<file path="config.mk">
export PLATFORM = sky130hd
export DESIGN_NAME = sobel_frame_ctrl
export DESIGN_NICKNAME = d
export VERILOG_FILES = /design/src/rtl/sobel_frame_ctrl.sv
export SDC_FILE = /design/constraint.sdc
export NUM_CORES = 1
export LEC_CHECK = 0
export BUFFER_PORTS_ARGS = -buffer_cell sky130_fd_sc_hd__buf_2
export CORE_ASPECT_RATIO = 1.5
export CORE_MARGIN = 10
export CORE_UTILIZATION = 49
export DETAILED_ROUTE_END_ITERATION = 7
export GPL_TIMING_DRIVEN = 0
export PLACE_DENSITY = 0.76
export RECOVER_POWER = 50
export SYNTH_ARGS = -nofsm -noshare
export SYNTH_HDL_FRONTEND = slang
export SYNTH_SLANG_ARGS = --single-unit
</file>
<file path="constraint.sdc">
create_clock -name clk -period 2.2 [get_ports clk]
set_input_delay 0.11 -clock clk [delete_from_list [all_inputs] [get_ports clk]]
set_output_delay 0.11 -clock clk [all_outputs]
set_load 0.05 [all_outputs]
</file>
<file path="src/rtl/sobel_frame_ctrl.sv">
// Frame sequencer for the Sobel edge datapath: streams one picture from the source RAM into
// the Sobel block, captures edge bits into the edge RAM, drains the pipeline, reports status.
module sobel_frame_ctrl #(
   parameter int unsigned HOR_PIC   = 160,
   parameter int unsigned VERT_PIC  = 160,
   parameter int unsigned SRC_AW    = 15,
   parameter int unsigned EDGE_AW   = 15,
   parameter int unsigned DRAIN_MAX = 16
) (
   input  logic               clk,
   input  logic               rst,
   input  logic               start,
   input  logic               abort,
   output logic               busy,
   output logic               done,
   output logic               err,
   output logic               src_rd,
   output logic [SRC_AW-1:0]  src_addr,
   input  logic [7:0]         src_data,
   output logic               sob_rst_n,
   output logic               sob_ready,
   output logic [7:0]         sob_data,
   input  logic               sob_bit,
   input  logic               sob_valid,
   output logic               edge_we,
   output logic [EDGE_AW-1:0] edge_addr,
   output logic               edge_din,
   output logic [15:0]        frame_cnt,
   output logic [EDGE_AW:0]   edge_ones
);

   localparam int unsigned NPix  = HOR_PIC * VERT_PIC;
   localparam int unsigned NEdge = (HOR_PIC - 2) * (VERT_PIC - 2);
   localparam int unsigned EcW   = EDGE_AW + 1;
   localparam int unsigned DcW   = $clog2(DRAIN_MAX + 1);

   localparam logic [SRC_AW-1:0] LastAddr  = SRC_AW'(NPix - 1);
   localparam logic [EcW-1:0]    EdgeTotal = EcW'(NEdge);
   localparam logic [DcW-1:0]    DrainLast = DcW'(DRAIN_MAX - 1);

   typedef enum logic [1:0] {StIdle, StFeed, StDrain, StDone} state_e;

   state_e              state_q, state_d;
   logic                busy_q, busy_d;
   logic                done_q, done_d;
   logic                err_q, err_d;
   logic                src_rd_q, src_rd_d;
   logic [SRC_AW-1:0]   src_addr_q, src_addr_d;
   logic                sob_ready_q, sob_ready_d;
   logic                edge_we_q, edge_we_d;
   logic [EDGE_AW-1:0]  edge_addr_q, edge_addr_d;
   logic                edge_din_q, edge_din_d;
   logic [15:0]         frame_cnt_q, frame_cnt_d;
   logic [EcW-1:0]      edge_ones_q, edge_ones_d;
   logic [EcW-1:0]      wr_cnt_q, wr_cnt_d;
   logic [DcW-1:0]      dcnt_q, dcnt_d;
   logic                capture;

   always_comb begin
      state_d     = state_q;
      err_d       = err_q;
      src_addr_d  = src_addr_q;
      edge_we_d   = 1'b0;
      edge_addr_d = edge_addr_q;
      edge_din_d  = edge_din_q;
      frame_cnt_d = frame_cnt_q;
      edge_ones_d = edge_ones_q;
      wr_cnt_d    = wr_cnt_q;
      dcnt_d      = dcnt_q;

      // An aborting cycle writes nothing; once the frame is full, extra results are dropped.
      capture = (state_q == StFeed || state_q == StDrain) && !abort && sob_valid &&
                (wr_cnt_q != EdgeTotal);
      if (capture) begin
         edge_we_d   = 1'b1;
         edge_addr_d = wr_cnt_q[EDGE_AW-1:0];
         edge_din_d  = sob_bit;
         wr_cnt_d    = wr_cnt_q + EcW'(1);
         edge_ones_d = edge_ones_q + EcW'(sob_bit);
      end

      unique case (state_q)
         StIdle: begin
            src_addr_d = '0;
            if (start) begin
               state_d     = StFeed;
               wr_cnt_d    = '0;
               edge_ones_d = '0;
               err_d       = 1'b0;
            end
         end
         StFeed: begin
            if (abort) begin
               state_d = StIdle;
            end else if (src_addr_q == LastAddr) begin
               state_d = StDrain;
               dcnt_d  = '0;
            end else begin
               src_addr_d = src_addr_q + SRC_AW'(1);
            end
         end
         StDrain: begin
            dcnt_d = dcnt_q + DcW'(1);
            // Completion is judged on the post-capture count so a last write wins the timeout.
            if (abort) begin
               state_d = StIdle;
            end else if (wr_cnt_d == EdgeTotal) begin
               state_d = StDone;
            end else if (dcnt_q == DrainLast) begin
               state_d = StIdle;
               err_d   = 1'b1;
            end
         end
         StDone: begin
            state_d = StIdle;
            if (!abort) begin
               frame_cnt_d = frame_cnt_q + 16'd1;
            end
         end
         default: state_d = StIdle;
      endcase

      busy_d      = (state_d != StIdle);
      done_d      = (state_d == StDone);
      src_rd_d    = (state_d == StFeed);
      sob_ready_d = src_rd_q;
   end

   always_ff @(posedge clk) begin
      if (rst) begin
         state_q     <= StIdle;
         busy_q      <= 1'b0;
         done_q      <= 1'b0;
         err_q       <= 1'b0;
         src_rd_q    <= 1'b0;
         src_addr_q  <= '0;
         sob_ready_q <= 1'b0;
         edge_we_q   <= 1'b0;
         edge_addr_q <= '0;
         edge_din_q  <= 1'b0;
         frame_cnt_q <= '0;
         edge_ones_q <= '0;
         wr_cnt_q    <= '0;
         dcnt_q      <= '0;
      end else begin
         state_q     <= state_d;
         busy_q      <= busy_d;
         done_q      <= done_d;
         err_q       <= err_d;
         src_rd_q    <= src_rd_d;
         src_addr_q  <= src_addr_d;
         sob_ready_q <= sob_ready_d;
         edge_we_q   <= edge_we_d;
         edge_addr_q <= edge_addr_d;
         edge_din_q  <= edge_din_d;
         frame_cnt_q <= frame_cnt_d;
         edge_ones_q <= edge_ones_d;
         wr_cnt_q    <= wr_cnt_d;
         dcnt_q      <= dcnt_d;
      end
   end

   assign busy      = busy_q;
   assign done      = done_q;
   assign err       = err_q;
   assign src_rd    = src_rd_q;
   assign src_addr  = src_addr_q;
   assign sob_rst_n = busy_q;
   assign sob_ready = sob_ready_q;
   assign sob_data  = src_data;
   assign edge_we   = edge_we_q;
   assign edge_addr = edge_addr_q;
   assign edge_din  = edge_din_q;
   assign frame_cnt = frame_cnt_q;
   assign edge_ones = edge_ones_q;

endmodule

</file>
Yosys cells after proc, flatten, opt, wreduce, memory -nomap -nowiden
Index checks and enable logic that the tools add are counted.
Widths: inputs -> output; s select.
{"block": "word_totals", "wordCells": 75, "input_bits": 14, "reg_bits": 92, "out_inout_bits": 78}
{"block": "op_classes", "reduce_logical": 14, "add_sub_neg": 5, "bitwise_logic": 1, "eq_ne": 16, "muxes": 25}
{"operator": "$mux 16", "count": 6}
{"operator": "$add 16x1->16 const B", "count": 2}
{"operator": "$mux 15", "count": 2}
{"operator": "$pmux 15 s2", "count": 1}
{"operator": "$add 16x1->16", "count": 1}
{"operator": "$eq 16x15->1 const B", "count": 1}
{"operator": "$ne 16x15->1 const B", "count": 1}
{"operator": "$add 15x1->15 const B", "count": 1}
{"operator": "$eq 15x15->1 const B", "count": 1}
{"operator": "$mux 2", "count": 6}
{"operator": "$mux 5", "count": 2}
{"operator": "$ne 2x2->1 const B", "count": 5}
{"operator": "$pmux 5 s2", "count": 1}
{"operator": "$pmux 2 s4", "count": 1}
{"operator": "$reduce_bool 2->1", "count": 4}
{"operator": "$eq 2x2->1 const B", "count": 3}
{"operator": "$reduce_and 3->1", "count": 2}
{"operator": "$add 5x1->5 const B", "count": 1}
{"operator": "$eq 5x4->1 const B", "count": 1}
{"operator": "$mux 1", "count": 5}
{"operator": "$reduce_and 5->1", "count": 1}
{"operator": "$eq 2x1->1 const B", "count": 2}
{"operator": "$ne 2x1->1 const B", "count": 2}
{"operator": "$logic_and 1x1->1", "count": 3}
{"operator": "6 further kinds", "count": 6}

Logic depth before layout (Yosys ltp)
Gate-level depths: netlist (run 1).
{"block": "logic_depth", "ltp_word": 11, "ltp_mapped": 10, "depth_no_buf": 9}

Worst setup path after synthesis (run 1)
No wires, ideal clock.
{"block": "synth_path", "path_kind": "register to register", "start": "register src_addr_q[0], in the netlist src_addr[0]", "end": "register src_addr_q[5], in the netlist src_addr[5]", "slack_ns": -0.307, "required_time_ns": 2.076, "stages_incl_launch_ff": 10, "period_less_slack_ns": 2.507, "setup_time_ns": 0.124, "arrival_time_ns": 2.383, "path_buffers": 1, "cell_sequence": "dfxtp_1 ha_1 nand4_1 or4_1 buf_2 a21boi_4 nor3_2 and3_1 xnor2_1 nor2_1"}
{"block": "synth_between", "elab_chain_len": 4, "elab_cells_between_ends": 7, "classes_between": "add/sub: 1; eq/ne: 2; mux: 3; reduce/logical: 1"}
{"element": "start: declaration", "line": "48", "source": "logic [SRC_AW-1:0] src_addr_q, src_addr_d;"}
{"element": "start signal: assignment", "line": "151", "source": "src_addr_q <= src_addr_d;"}
{"element": "$add 15x1->15", "line": "99", "source": "src_addr_d = src_addr_q + SRC_AW'(1);"}
{"element": "$mux 15", "line": "95", "source": "end else if (src_addr_q == LastAddr) begin"}
{"element": "$mux 15", "line": "93", "source": "if (abort) begin"}
{"element": "$pmux 15 s2", "line": "82", "source": "unique case (state_q)"}
Parallel ways exist; a longest one is shown, timed or not. The select of a mux whose other input is x is not followed.
A chain may end at the register's enable or synchronous reset.

Worst setup path after layout (run 1)
{"block": "layout_path", "start": "register src_addr_q[11], in the netlist src_addr[11]", "end": "register src_addr_q[8], in the netlist src_addr[8]"}
{"block": "layout_between", "elab_chain_len": 3}
{"element": "$eq 15x15->1", "line": "95"}
{"element": "$ne 2x2->1 (no source line)"}
{"element": "$reduce_and 3->1 (no source line)"}
Every way passes these cells.

==> reports/results.ini, run 1 <==
[synth]
synth_ff_type = dfxtp_1
synth_top_cell_area_share_pct = 42.4
syn_inst = 530
synth_area_leaders = dfxtp_1 42%, nor2_1 6.6%, xor2_1 6.2%, nand2_1 6.0%, xnor2_1 4.8%
ys_types = 54
synthMostInstantiatedCell = dfxtp_1
synthesis.nets = 556
synth_top_cell_by_area = dfxtp_1
synth_edf_count = 0
async_reset_ff_share_pct = 0
ys_top_cells_by_count = 92 x dfxtp_1, 77 x nor2_1, 70 x nand2_1, 31 x a21oi_1, 31 x xor2_1
synth-seq-cells = 92
ys_seq_area_share_pct = 42.4
yosys_warnings = 0
synth_area_sq_mm = 0.00435
syn_avg_cell_area_sq_um = 8.20

[route]
firstDrtPassIters = 4
via_per_inst = 5.36
drt_iter0_drc = 150
post_drt_wl_per_cell_microns = 15.4
vias = 4066
drcViolationCount = 0
totalWireLength_microns = 11700
postRouteAntennaNets = 0

[sta]
tightestPinTransition_ns = 0.638
final_hold_viol_count = 0
grt_setup_unrepaired = yes
drv_slew = 0
fin_crit_sh_pct = 106
fin_skew_ns = 0.00866
setup_viol = 20
slew-limit-headroom_pct = 57.7
fin_crit_ns = 2.33
fmax_mhz = 429
tns_ns = -1.36
setup_slack_ns = -0.131

[die]
pin_count = 92
fp.dieArea_sq_mm = 0.0131
dieHeight_microns = 135
dieWidth_microns = 96.9
floorplan.initialDensity_pct = 49.8
core_area_sq_mm = 0.00872
rows = 42

[global_route]
antenna_found_initial = 0
grt_pass1_vias = 3955
grt_remaining_overflow = 0
grt_pass1_wl_microns = 18700
grt_usage_pct = 17.1
grt_max_degree = 16

[cts]
clk_latency_ns = 0.35
cts_tree = done
cts_buffers = 9
cts_buffer_depth = 2
root_buffer = clkbuf_16
cts.sinks = 92
clkTransAtPathRegs_ns = 0.07
cts_hold_buf = 0
htree_levels = 3

[worst_hold_path]
worstHoldStart = sob_bit
min_path_type = in -> reg

[final_layout]
area_growth_pct = 27.5
drive_above_1_share_pct = 19.1
diodes = 0
final_cells = 759
final_nets = 670

[critical_path]
criticalPathCategory = reg -> reg
cp-start-kind = flop
crit_path_end_kind = flop
critPathArrivalTime_ns = 2.56
cp-startpoint = src_addr[11]
worstPathRequired_ns = 2.43
path_max_fanout = 6
r2r_start = src_addr[11]

[pwr]
leakage_nw = 2.05
vdd_ir_drop_max_v = 0.000503
power_density_mw_per_mm2 = 751

[run]
maxCapViolations = 0

[run_status]
status = finished, violations left
violations = negative setup slack

[placement]
post-place-ws_ns = -0.385
place.gp.congestion = 0.950
dp_cells = 723
detailed_place_hpwl_microns = 8260
io_buffers = 83

[metal layers]
layer  GRT usage (%)  up-vias  share of wire [%]
met1            16.2     1910                 37
met4            8.22        0                2.6
met3            4.29       30                3.8
li1                -     2009                  -
met2            33.4      117                 56
met5               0        -                  0
[critical path, stage by stage (launching register included)]
cell and delay [ns]:
dfxtp_4 0.34, or4b_4 0.52, or4_4 0.55, a21boi_4 0.27
buf_6 0.15, nor2_2 0.04, nand4_1 0.12, xor2_1 0.15
nor2_1 0.05
[power breakdown]
part / internal [mW] / switching (mW)
combinational: 0.337 / 0.550
sequential: 1.70 / 0.0264
clock: 0.888 / 0.661
[sequential cells by signal (all words and copies together) (netlist names)]
register / cells
src_addr: 15
busy: 1
edge_ones: 16
edge_addr: 15
dcnt_q: 5
sob_ready: 1
edge_din: 1
done: 1
frame_cnt: 16
wr_cnt_q: 16
state_q: 2
edge_we: 1
src_rd: 1
err: 1
[final timing paths]
kind / endpoint / cells after the start / slack (ns)
setup / recovery: src_addr[8] / 8 / -0.13
hold / removal: edge_din / 3 / 0.02
setup reg to reg: src_addr[8] / 8 / -0.13
hold reg to reg: edge_din / 2 / 0.45
[placed cells by master, fill, tap and decap left out, drive strengths merged, types with 3 or more instances in the layout]
cell     n
or3      9
nand3   25
buf     53
and3     9
nand4   16
and4     4
and2     3
o21ai   12
ha      12
a21oi   31
mux2i    4
a21o     3
clkbuf  96
nor3    12
inv     18
xor2    31
nand2b   3
a22oi    3
nor2    77
a31oi    3
nor2b    4
xnor2   24
nor4     4
dfxtp   92
or4      3
nand2   71
[metrics by stage]
stage	hold WS [ns]	utilization, %	power (mW)	cell area (sq um)
global route	0.0372	63.6	4.33	5550
CTS	0.00372	63.0	4.08	5490
detailed placement	0.375	56.8	2.41	4950
floorplan	0.246	-	2.26	4400
finish	0.0161	63.6	4.17	5550
global placement	0.373	56.8	2.40	4950
[cell families after synthesis]
logic type / share of synthesized area [%]
buf+inv: 5.50
compound gates: 9.32
xor+xnor: 11.1
fa+ha+maj: 3.45
mux: 0.921
flops: 42.4
simple gates: 27.4
[layout make-up]
class | count | area (sq um)
well taps | 110 | 138
repair buffers | 111 | 559
flip-flops and latches | 92 | 1870
inverters | 16 | 65.1
plain buffers | 28 | 155
multi-input cells | 386 | 2460
fillers | 767 | 3180
clock buffers | 11 | 233
clock inverters | 5 | 60.1
[repair_timing]
action / 4_1_cts / 5_1_grt
buffers inserted: 21 / 8
gates resized for setup: 30 / 24
pin swaps: 19 / 16
endpoints found under the setup margin: 26 / 51
Power figures use the tool's default switching activity.
==> inputs of run 2 (changes only) <==
--- a/config.mk
+++ b/config.mk
@@ -5,13 +5,14 @@
 export SDC_FILE = /design/constraint.sdc
 export NUM_CORES = 1
 export LEC_CHECK = 0
-export BUFFER_PORTS_ARGS = -buffer_cell sky130_fd_sc_hd__buf_2
+export BUFFER_PORTS_ARGS = -buffer_cell sky130_fd_sc_hd__buf_4
 export CORE_ASPECT_RATIO = 1.5
 export CORE_MARGIN = 10
-export CORE_UTILIZATION = 49
+export CORE_UTILIZATION = 51
+export CTS_BUF_LIST = sky130_fd_sc_hd__clkbuf_8
 export DETAILED_ROUTE_END_ITERATION = 7
 export GPL_TIMING_DRIVEN = 0
-export PLACE_DENSITY = 0.76
+export PLACE_DENSITY = 0.78
 export RECOVER_POWER = 50
 export SYNTH_ARGS = -nofsm -noshare
 export SYNTH_HDL_FRONTEND = slang
==> run 2 against run 1 <==
The flow still finishes with violations (negative setup slack). Final cell count up 0.79%. Critical path type unchanged. Clock skew up 0.0019 ns. Fmax down 2.4%. Sequential share of layout area down 1.0 points. First-iteration DRC count up 31%. Setup slack worse by 0.056 ns. Combinational power up 15%. Die area down 3.2%.
==> reports/results.ini, run 2 (synthesized netlist as in run 1, its figures left out) <==
[run_status]
status = finished, violations left
violations = negative setup slack

[final_layout]
fin_util_pct = 68.8  ; +5.3 points
area_growth_pct = 32.4
final_cell_mix = 82 x clkbuf_1, 78 x dfxtp_1, 73 x nor2_1
drive_above_1_share_pct = 24.2  ; +5.1 points
final_nets = 679  ; +1.3%
final_common_cell = clkbuf_1
diodes = 0  ; unchanged
multi_input_area_sq_mm = 0.00259  ; +5.0%
fillers = 698  ; -9.0%
seq_area_sq_mm = 0.00188  ; +0.60%

[cts]
cts.sinks = 92  ; unchanged
root_buffer = clkbuf_8
cts_buffers = 9  ; unchanged
cts_buffer_depth = 2  ; unchanged
clk_latency_ns = 0.37  ; +0.02 ns
htree_levels = 3  ; unchanged
cts_tree = done
clkTransAtPathRegs_ns = 0.10  ; +0.03 ns

[sta]
fin_crit_sh_pct = 109  ; +2.6 points
grt_setup_unrepaired = yes
fin_crit_ns = 2.39  ; +0.0563 ns
final_hold_viol_count = 0  ; unchanged
setup_viol = 27  ; +35%
fmax_mhz = 419  ; -2.4%
drv_slew = 0  ; unchanged
slew-limit-headroom_pct = 58.2  ; +0.52 points
setup_slack_ns = -0.188  ; -0.0563 ns
tns_ns = -2.07  ; -0.705 ns
whs_ns = 0.0600  ; +0.0439 ns
fin_skew_ns = 0.0106  ; +0.00193 ns
tightestPinTransition_ns = 0.630  ; -0.00787 ns

[global_route]
grt_use_met1_pct = 18.6  ; +2.4 points
grtUsageMet3_pct = 3.96  ; -0.33 points
met2_usage_pct = 33.7  ; +0.31 points
grt_usage_pct = 18.2  ; +1.1 points
grt_max_degree = 17  ; +1
grt_pass1_wl_microns = 19000  ; +1.7%
antenna_found_initial = 0  ; unchanged
grt-busiest-layer = met2
grt_pass1_vias = 4083  ; +3.2%
grt_remaining_overflow = 0  ; unchanged

[route]
post_drt_wl_per_cell_microns = 15.6  ; +1.7%
postRouteAntennaNets = 0  ; unchanged
vias = 4106  ; +0.98%
drcViolationCount = 0  ; unchanged
totalWireLength_microns = 12000  ; +2.5%
firstDrtPassIters = 6  ; +2
drt_iter0_drc = 197  ; +31%
via_per_inst = 5.37  ; +0.19%

[die]
dieHeight_microns = 133  ; -1.7%
fp.dieArea_sq_mm = 0.0127  ; -3.2%
dieWidth_microns = 95.4  ; -1.6%
core_area_sq_mm = 0.00836  ; -4.1%
floorplan.initialDensity_pct = 52.0  ; +2.2 points
pin_count = 92  ; unchanged
rows = 41  ; -2.4%

[critical_path]
worstPathRequired_ns = 2.47  ; +0.04 ns
crit_path_end_kind = flop
cp-start-kind = flop
criticalPathCategory = reg -> reg
path_max_fanout = 6  ; unchanged
critPathArrivalTime_ns = 2.66  ; +0.10 ns

[pwr]
report.power.total_mw = 4.15  ; -0.36%
vdd_ir_drop_max_v = 0.000399  ; -21%
power_density_mw_per_mm2 = 721  ; -4.0%
leakage_nw = 2.09  ; +1.9%

[run]
maxCapViolations = 0  ; unchanged

[placement]
detailed_place_hpwl_microns = 8260  ; about the same
io_buffers = 83  ; unchanged
post-place-ws_ns = -0.464  ; -0.0791 ns
place.gp.congestion = 0.903  ; -4.9%

[worst_hold_path]
min_path_type = in -> reg

run 2: cell count changes in the layout (fill, tap and decap cells not counted), sizes merged:
cell	delta
clkbuf	-2
buf	+8
bufinv	+2
dlygate4sd3	+1
run 2: path summary, 6_finish.rpt:
path,from,to,slack (ns),cells past startpoint
setup / recovery,state_q[1],err,-0.19,10
hold / removal,rst,src_rd,0.06,4
setup reg to reg,state_q[1],err,-0.19,10
hold reg to reg,edge_addr[11],edge_addr[11],0.46,2
run 2: final cells by class:
cell class	instances	share of cell area, %
Multi-Input combinational cell	386	45.0
Buffer	29	2.83
Tap cell	107	2.33
Clock buffer	9	2.15
Timing Repair Buffer	119	11.8
Clock inverter	7	2.13
Inverter	16	1.13
Sequential cell	92	32.7
run 2: worst max-delay path, cell delays in order, from the launching register on:
cell and delay, ns:
dfxtp_4 0.37, inv_4 0.04, ha_4 0.25, and3b_2 0.22
buf_6 0.14, nand2_4 0.05, or4_4 0.49, a211oi_2 0.22
nand4_1 0.15, buf_6 0.17, a22o_1 0.18
run 2: power by group:
group	switching, mW	internal (mW)	leakage (nW)
combinational	0.602	0.417	1.22
sequential	0.0273	1.70	0.751
clock	0.641	0.765	0.122
run 2: repair_timing:
action	CTS	global route
buffers inserted	21	15
endpoints found under the setup margin	36	57
hold buffers	1	0
cloned	1	0
pin swaps	19	23
resized for setup	40	53
hold endpoints to repair	1	0
run 2: layer usage:
layer / routed length (microns) / share of wire [%]
met1: 4430 / 37
met2: 6670 / 56
met3: 599 / 5.0
met4: 269 / 2.2
met5: 0 / 0
run 2: metrics by stage:
step	cell area, sq um	instances
2_1_floorplan	4400	530
3_3_place_gp	5160	720
3_5_place_dp	5160	720
4_1_cts	5740	756
5_1_grt	5760	765
6_report	5760	765
